===== src/rtl/qos_stream_pkg.sv =====
// qos_stream_pkg: default stream widths and beat layout shared by the QoS packet FIFO and arbiter
package qos_stream_pkg;
    localparam int DEF_DATA_WIDTH = 8;
    localparam int DEF_QOS_WIDTH  = 4;
    localparam int DEF_DATA_DEPTH = 16;
    localparam int DEF_PKT_DEPTH  = 4;
    typedef struct packed {
        logic                      last;
        logic [DEF_DATA_WIDTH-1:0] data;
    } beat_t;
endpackage


===== src/rtl/sync_fifo.sv =====
// sync_fifo: show-ahead synchronous FIFO; pointers carry an extra MSB to tell full from empty
module sync_fifo import qos_stream_pkg::*; #(
    parameter int WIDTH = DEF_DATA_WIDTH + 1,
    parameter int DEPTH = DEF_DATA_DEPTH
) (
    input  logic             clk_i,
    input  logic             rst_i,
    input  logic             push_i,
    input  logic [WIDTH-1:0] data_i,
    input  logic             pop_i,
    output logic [WIDTH-1:0] data_o,
    output logic             full_o,
    output logic             empty_o
);
    localparam int AW = $clog2(DEPTH);
    logic [WIDTH-1:0] mem_q [DEPTH];
    logic [AW:0] wr_ptr_q, wr_ptr_d, rd_ptr_q, rd_ptr_d;
    logic push_ok, pop_ok;
    assign push_ok = push_i & ~full_o;
    assign pop_ok  = pop_i & ~empty_o;
    assign empty_o = wr_ptr_q == rd_ptr_q;
    assign full_o  = wr_ptr_q == {~rd_ptr_q[AW], rd_ptr_q[AW-1:0]};
    assign data_o  = mem_q[rd_ptr_q[AW-1:0]];
    always_comb begin
        wr_ptr_d = wr_ptr_q + {{AW{1'b0}}, push_ok};
        rd_ptr_d = rd_ptr_q + {{AW{1'b0}}, pop_ok};
    end
    always_ff @(posedge clk_i or posedge rst_i) begin
        if (rst_i) begin
            wr_ptr_q <= '0;
            rd_ptr_q <= '0;
        end else begin
            wr_ptr_q <= wr_ptr_d;
            rd_ptr_q <= rd_ptr_d;
        end
    end
    always_ff @(posedge clk_i) begin
        if (push_ok) mem_q[wr_ptr_q[AW-1:0]] <= data_i;
    end
endmodule


===== src/rtl/stream_qos_packet_fifo.sv =====
// stream_qos_packet_fifo: store-and-forward packet buffer with per-packet QoS, feeding one arbiter input
module stream_qos_packet_fifo import qos_stream_pkg::*; #(
    parameter int T_DATA_WIDTH = DEF_DATA_WIDTH,
    parameter int T_QOS__WIDTH = DEF_QOS_WIDTH,
    parameter int DATA_DEPTH   = DEF_DATA_DEPTH,
    parameter int PKT_DEPTH    = DEF_PKT_DEPTH
) (
    input  logic                           clk_i,
    input  logic                           rst_i,
    input  logic [T_DATA_WIDTH-1:0]        s_data_i,
    input  logic [T_QOS__WIDTH-1:0]        s_qos_i,
    input  logic                           s_last_i,
    input  logic                           s_valid_i,
    output logic                           s_ready_o,
    output logic [T_DATA_WIDTH-1:0]        m_data_o,
    output logic [T_QOS__WIDTH-1:0]        m_qos_o,
    output logic                           m_last_o,
    output logic                           m_valid_o,
    input  logic                           m_ready_i,
    output logic [$clog2(PKT_DEPTH+1)-1:0] pkt_cnt_o
);
    localparam int CW = $clog2(PKT_DEPTH+1);
    logic [T_DATA_WIDTH:0] beat_head;
    logic [T_QOS__WIDTH-1:0] qos_head;
    logic beat_full, beat_empty, qos_full, qos_empty;
    logic s_acc, m_acc, m_done;
    logic in_pkt_q, in_pkt_d, jumbo_q, jumbo_d, ready_en_q;
    logic [CW-1:0] pkt_cnt_q, pkt_cnt_d;
    assign s_acc     = s_valid_i & s_ready_o;
    assign m_acc     = m_valid_o & m_ready_i;
    assign m_done    = m_acc & m_last_o;
    assign pkt_cnt_o = pkt_cnt_q;
    sync_fifo #(.WIDTH(T_DATA_WIDTH + 1), .DEPTH(DATA_DEPTH)) u_beat_fifo (
        .clk_i(clk_i), .rst_i(rst_i), .push_i(s_acc), .data_i({s_last_i, s_data_i}),
        .pop_i(m_acc), .data_o(beat_head), .full_o(beat_full), .empty_o(beat_empty)
    );
    sync_fifo #(.WIDTH(T_QOS__WIDTH), .DEPTH(PKT_DEPTH)) u_qos_fifo (
        .clk_i(clk_i), .rst_i(rst_i), .push_i(s_acc & ~in_pkt_q), .data_i(s_qos_i),
        .pop_i(m_done), .data_o(qos_head), .full_o(qos_full), .empty_o(qos_empty)
    );
    // A full beat store with no complete packet means the head packet can never fit: cut through.
    always_comb begin
        s_ready_o = ready_en_q & ~beat_full & (in_pkt_q | ~qos_full);
        m_valid_o = ~beat_empty & ((pkt_cnt_q != '0) | jumbo_q);
        m_data_o  = beat_empty ? '0 : beat_head[T_DATA_WIDTH-1:0];
        m_last_o  = ~beat_empty & beat_head[T_DATA_WIDTH];
        m_qos_o   = qos_empty ? '0 : qos_head;
        in_pkt_d  = s_acc ? ~s_last_i : in_pkt_q;
        pkt_cnt_d = pkt_cnt_q + CW'(s_acc & s_last_i) - CW'(m_done);
        jumbo_d   = (jumbo_q & ~m_done) | (beat_full & (pkt_cnt_q == '0));
    end
    always_ff @(posedge clk_i or posedge rst_i) begin
        if (rst_i) begin
            in_pkt_q   <= 1'b0;
            jumbo_q    <= 1'b0;
            pkt_cnt_q  <= '0;
            ready_en_q <= 1'b0;
        end else begin
            in_pkt_q   <= in_pkt_d;
            jumbo_q    <= jumbo_d;
            pkt_cnt_q  <= pkt_cnt_d;
            ready_en_q <= 1'b1;
        end
    end
endmodule


===== config.mk =====
export PLATFORM = sky130hd
export DESIGN_NAME = stream_qos_packet_fifo
export DESIGN_NICKNAME = d
export VERILOG_FILES = /design/src/rtl/qos_stream_pkg.sv /design/src/rtl/sync_fifo.sv /design/src/rtl/stream_qos_packet_fifo.sv
export SDC_FILE = /design/constraint.sdc
export NUM_CORES = 1
export LEC_CHECK = 0
export ABC_AREA = 1
export CORE_ASPECT_RATIO = 0.8
export CORE_MARGIN = 4
export CORE_UTILIZATION = 38
export CTS_BUF_LIST = sky130_fd_sc_hd__clkbuf_4
export CTS_CLUSTER_SIZE = 20
export DETAILED_ROUTE_END_ITERATION = 8
export DONT_BUFFER_PORTS = 1
export PLACE_DENSITY = 0.56
export SLEW_MARGIN = 40
export SYNTH_ARGS = -nofsm -noshare
export SYNTH_HDL_FRONTEND = slang
export SYNTH_SLANG_ARGS = --single-unit

===== constraint.sdc =====
create_clock -name clk_i -period 5.63 [get_ports clk_i]
set_input_delay 1.126 -clock clk_i [delete_from_list [all_inputs] [get_ports clk_i]]
set_output_delay 1.126 -clock clk_i [all_outputs]
set_load 0.02 [all_outputs]

==> results of run 1 <==
[worst max path at each step]
stage / start / end / slack [ns] / depth (start not counted)
final: u_beat_fifo.rd_ptr_q[1]$_DFF_PP0_ / m_last_o / 1.41 / 7
after global routing: u_beat_fifo.rd_ptr_q[1]$_DFF_PP0_ / m_last_o / 1.13 / 7
after CTS: u_beat_fifo.rd_ptr_q[1]$_DFF_PP0_ / m_last_o / 1.33 / 7
after detailed placement: u_beat_fifo.rd_ptr_q[1]$_DFF_PP0_ / m_last_o / 2.00 / 7
after global placement: u_beat_fifo.rd_ptr_q[1]$_DFF_PP0_ / m_last_o / 2.04 / 7
after floorplan: s_valid_i / pkt_cnt_o[2]$_DFF_PP0_ / 2.89 / 9
[stage by stage]
stage,utilization,total power [mW]
6_report,0.414,4.04
3_3_place_gp,0.397,3.32
2_1_floorplan,-,3.03
3_5_place_dp,0.399,3.38
5_1_grt,0.414,4.35
4_1_cts,0.414,4.09
[per-layer routing]
layer,vias to the layer above,GRT usage,share of wire
met4,0,0.0392,0.010
li1,2262,-,-
met5,-,0,0
met2,121,0.236,0.47
met1,2402,0.210,0.46
met3,19,0.0443,0.061
[cells in the final DEF (no fill, tap or decap), drive strengths merged]
cell type  instances
edfxtp           160
nor2             137
nand2             93
o21ai             85
inv               62
nand3             24
dfrtp             22
clkbuf            17
o211ai            16
ha                10
a21oi              9
xor2               8
clkinv             8
xnor2              4
nand4              4
o32ai              4
clkinvlp           2
buf                2
diode              1
nor3               1
fa                 1
conb               1
[final cells by class]
cell class	instances	share of cell area
multi-input combinational	397	0.245
timing repair buffer	2	0.00182
clock buffer	17	0.0155
tap	264	0.0401
inverter	57	0.0272
sequential	182	0.650
antenna	1	0.000304
clock inverter	15	0.0194
[logic make-up after synthesis]
| group | Yosys count |
|---|---|
| simple gates | 259 |
| flops | 182 |
| compound gates | 114 |
| buf+inv | 86 |
| xor+xnor | 12 |
| fa+ha+maj | 11 |
| other cells | 1 |
[registers in the layout, summed over array words and instances (netlist names), 3 cells and up]
name,flops
pkt_cnt_o,3
u_beat_fifo.mem_q,144
u_beat_fifo.rd_ptr_q,5
u_beat_fifo.wr_ptr_q,5
u_qos_fifo.mem_q,16
u_qos_fifo.rd_ptr_q,3
u_qos_fifo.wr_ptr_q,3
[worst max-delay path, stage by stage (launching register included)]
cell and delay (ns):
dfrtp_2 0.91, buf_4 0.43, nand2_1 0.10, nand2_1 0.08, nor2_2 0.05, nand3_1 0.10, clkinv_1 0.27, a21oi_1 0.54
[power breakdown]
group	switching (mW)	leakage, nW	total, mW	internal [mW]
registers	0.202	1.70	1.82	1.62
logic	1.08	1.16	1.51	0.427
clock network	0.506	0.151	0.708	0.203
total	1.79	3.01	4.04	2.25
==> results_dict.tcl, run 1 <==
set metrics [dict create \
    routed_wl_um 16400 \
    nets 685 \
    wl_per_cell_um 17.6 \
    clk_root_buffer_cell "clkbuf_4" \
    clkTransAtPathRegs_ns 0.16 \
    drive_above_1_share 0.107 \
    pre_cts_slack_ns 2.00 \
    power_density_mw_per_mm2 491 \
    cap_viol_max_count 0 \
    yosys.area_share.simple 0.142 \
    ys_top_cells_by_area "edfxtp_1 62%, dfrtp_1 7.1%, nor2_1 6.4%, o21ai_0 4.7%, nand2_1 4.2%" \
    crit_type "register to primary output" \
    setup_tns_ns 0 \
    fmax_ghz 0.237 \
    synth_top_cell_area_share 0.621 \
    skew_ns 0.0367 \
    synthesis.area_mm2 0.00774 \
    synth-adder-area-share 0.0187 \
    register_area_mm2 0.00536 \
    initial_core_util 0.389 \
    fin_area_mm2 0.00824 \
    r2r-start "u_beat_fifo.rd_ptr_q[1]$_DFF_PP0_" \
    multi_input_comb_area_mm2 0.00202 \
    synth_top_family_by_area "simple AND/OR/NAND/NOR gates" \
    worst_slew_pin_slew_ns 0.812 \
    setup_violations 0 \
    ys_seq_area_frac 0.692 \
    synth_xor_area_frac 0.0136 \
    clock_sinks 182 \
    synthCells 665 \
    row_count 46 \
    yosysMostFrequentCell "edfxtp_1" \
    grt_max_degree 75 \
    syn_to_final_growth_pct 6.42 \
    grt_pass1_wl_um 26100 \
    setup_slack_ns 1.41 \
    place_congestion 0.792 \
    grt_pass1_vias 4601 \
    synth_compound_area_frac 0.0808 \
    p_leak_nw 3.01 \
    end_kind "primary output" \
    cts_resized 0 \
    core_area_mm2 0.0199 \
    cts_buffers 17 \
    synth_common_cells "160 x edfxtp_1, 131 x nor2_1, 87 x nand2_1" \
    r2r-end "pkt_cnt_o[2]$_DFF_PP0_" \
    finalNonFillerCells 935 \
    first_iter_violations 421 \
    worstPathArrival_ns 3.10 \
    fin_crit_sh 0.750 \
    vias 4804 \
    ir_drop_v 0.000306 \
    clock_latency_ns 0.60 \
    track_usage 0.151 \
    cp_max_fo 46 \
    status "complete, no violations" \
    syn-num-nets 693 \
    synth_cell_types 33 \
    cts_hold_buf 0 \
    r2r_cells 16 \
    post_cts_buffers 0 \
    synthFlopType "edfxtp_1" \
    vias_per_cell 5.14 \
    clk_path_buf_depth 2 \
    whs_ns 0.393 \
    antenna_left 0 \
    synthMuxAreaShare 0 \
    slew_headroom 0.458 \
    firstDrtPassIters 5 \
    yosysTopAreaCell "edfxtp_1" \
    synth-edff-count 160 \
    io_buffers 0 \
    post_dp_cell_area_mm2 0.00795 \
    async_flop_share 0.121 \
    hold_viol 0 \
    grt_antenna_before_repair 1 \
    rsz0062_at_grt "false" \
    ys_warn_count 0 \
    dieArea_mm2 0.0227 \
    die_y_um 136 \
    min_path_type "input pin to asynchronous set/reset pin" \
    cts_tree "yes" \
    postSynthAreaPerCell_um2 11.6 \
    dp_cells 902 \
    gr-total-overflow 0 \
    drc 0 \
    htree_levels 4 \
    startpoint_type "register" \
    die_x_um 168 \
    fin_crit_ns 4.22 \
    rrSetupSlack_ns 2.10 \
    ys_seq_elements 182 \
    fill_cells 1904 \
    dp_hpwl_um 10300 \
    maxSlewViolCount 0 \
    io_pins 35 \
    worstPathRequired_ns 4.50 \
]
(Power assumes the default switching activity.)
==> run 2: changes to the inputs <==
clock period = 3.9 ns   (was 5.63 ns; I/O delays follow)
==> run 2 against run 1 <==
Power is 45% higher. Largest power group unchanged. Worst hold slack worse by 0.30 ns. Critical path type unchanged. Sequential share of layout area is 0.58 points lower. Flip-flop and latch count stayed put. Via count is 1.9% lower. Combinational power is 50% higher. Clock power is 43% higher. Register-to-register slack worse by 1.2 ns. Final area is 0.90% higher. Critical path depth stayed put. First-iteration DRC count is 11% higher.
==> results_dict.tcl, run 2 (same netlist as run 1, synthesis figures left out) <==
set metrics [dict create \
    status "complete, no violations" \
    grt_antenna_before_repair 1 \
    antenna_left 0 \
    die_y_um 136 \
    largest_register_ffs 144 \
    nets 698 \
    rsz0062_at_grt "false" \
    register_area_mm2 0.00536 \
    track_usage 0.154 \
    fin_util 0.417 \
    pre_cts_slack_ns 0.853 \
    htree_levels 4 \
    first_iter_violations 466 \
    end_kind "primary output" \
    clkTransAtPathRegs_ns 0.15 \
    maxSlewViolCount 0 \
    setup_tns_ns 0 \
    core_area_mm2 0.0199 \
    skew_ns 0.0242 \
    clock_latency_ns 0.57 \
    drive_above_1_share 0.107 \
    routed_wl_um 17000 \
    drc 0 \
    worstPathRequired_ns 3.12 \
    ir_drop_v 0.000301 \
    fmax_ghz 0.277 \
    fin_area_mm2 0.00831 \
    io_buffers 0 \
    setup_slack_ns 0.291 \
    grt_pass1_wl_um 26800 \
    r2r-start "u_beat_fifo.rd_ptr_q[2]$_DFF_PP0_" \
    dieArea_mm2 0.0227 \
    wl_per_cell_um 17.9 \
    vias 4714 \
    min_path_type "input pin to asynchronous set/reset pin" \
    slew_headroom 0.563 \
    post_dp_cell_area_mm2 0.00802 \
    fin_crit_ns 3.61 \
    firstDrtPassIters 5 \
    grt_pass1_vias 4698 \
    row_count 46 \
    cts_resized 0 \
    startpoint_type "register" \
    vias_per_cell 4.97 \
    place_congestion 0.808 \
    worstPathArrival_ns 2.83 \
    r2r-end "pkt_cnt_o[2]$_DFF_PP0_" \
    power_density_mw_per_mm2 707 \
    crit_type "register to primary output" \
    cts_buffers 17 \
    worst_slew_pin_slew_ns 0.656 \
    rrSetupSlack_ns 0.92 \
    grt_max_degree 75 \
    dp_hpwl_um 11300 \
    fin_crit_sh 0.925 \
    cap_viol_max_count 0 \
    gr-total-overflow 0 \
    hold_viol 0 \
    cts_tree "yes" \
    die_x_um 168 \
    io_pins 35 \
    post_cts_buffers 0 \
    cts_hold_buf 0 \
    clk_root_buffer_cell "clkbuf_4" \
    clk_path_buf_depth 2 \
    layout_commonest_cell "edfxtp_1" \
    initial_core_util 0.389 \
    multi_input_comb_area_mm2 0.00199 \
    r2r_cells 15 \
    clock_sinks 182 \
    p_leak_nw 3.08 \
    fill_cells 1887 \
    final_cell_mix "160 x edfxtp_1, 126 x nor2_1, 87 x nand2_1" \
    setup_violations 0 \
    syn_to_final_growth_pct 7.37 \
    cp_max_fo 34 \
]
[run 2: changes by cell type in the layout (fill, tap and decap cells not counted)]
| cell | before | now |
|---|---|---|
| buf_4 | 2 | 14 |
| clkbuf_4 | 17 | 18 |
| nor2_1 | 114 | 126 |
| buf_12 | 0 | 1 |
| bufinv_16 | 0 | 1 |
| nor2_2 | 22 | 10 |
| clkinv_4 | 2 | 4 |
| inv_8 | 5 | 2 |
| clkinv_2 | 1 | 2 |
| clkinv_8 | 3 | 1 |
[run 2: where the power goes]
part | internal, mW | leakage, nW | switching [mW] | total [mW]
combinational | 0.653 | 1.23 | 1.60 | 2.26
clock | 0.342 | 0.150 | 0.663 | 1.01
sequential | 2.34 | 1.70 | 0.279 | 2.62
total | 3.33 | 3.08 | 2.55 | 5.88
[run 2: layout make-up]
type                            instances  area share
Timing Repair Buffer                   15      0.0151
Clock buffer                           18      0.0163
Clock inverter                         14      0.0176
Sequential cell                       182       0.644
Tap cell                              264      0.0397
Inverter                               57      0.0269
Multi-Input combinational cell        397       0.240
Antenna cell                            1    0.000301
[run 2: layer usage]
layer,vias to the layer above,GRT usage,wire (um)
li1,2289,-,-
met1,2304,0.219,8160
met2,108,0.236,7610
met3,13,0.0443,981
met4,0,0.0370,210
met5,-,0,0
[run 2: how the worst max path moves through the flow]
stage / start / end / slack (ns) / cells after the start
after global routing: u_beat_fifo.rd_ptr_q[1]$_DFF_PP0_ / m_data_o[4] / 0.07 / 7
final: u_beat_fifo.rd_ptr_q[1]$_DFF_PP0_ / m_data_o[3] / 0.29 / 7
after detailed placement: u_beat_fifo.rd_ptr_q[1]$_DFF_PP0_ / m_data_o[4] / 0.85 / 7
after CTS: u_beat_fifo.rd_ptr_q[1]$_DFF_PP0_ / m_data_o[4] / 0.21 / 7
after global placement: u_beat_fifo.rd_ptr_q[1]$_DFF_PP0_ / m_data_o[4] / 0.89 / 7
after floorplan: u_beat_fifo.rd_ptr_q[0]$_DFF_PP0_ / pkt_cnt_o[2]$_DFF_PP0_ / 1.45 / 15
[run 2: per-stage QoR]
stage / instances / power (mW) / hold WS [ns]
floorplan: 665 / 4.37 / 0.442
global placement: 915 / 4.88 / 0.460
detailed placement: 915 / 4.93 / 0.463
CTS: 947 / 5.93 / 0.0607
global route: 948 / 6.33 / 0.0602
finish: 948 / 5.88 / 0.0891
[run 2: critical path: stages (launching register included)]
cell     delay, ns
dfrtp_2       0.81
buf_4         0.35
o21ai_0       0.13
o21ai_0       0.33
nand2_1       0.11
nand2_1       0.09
inv_1         0.04
a21oi_1       0.43
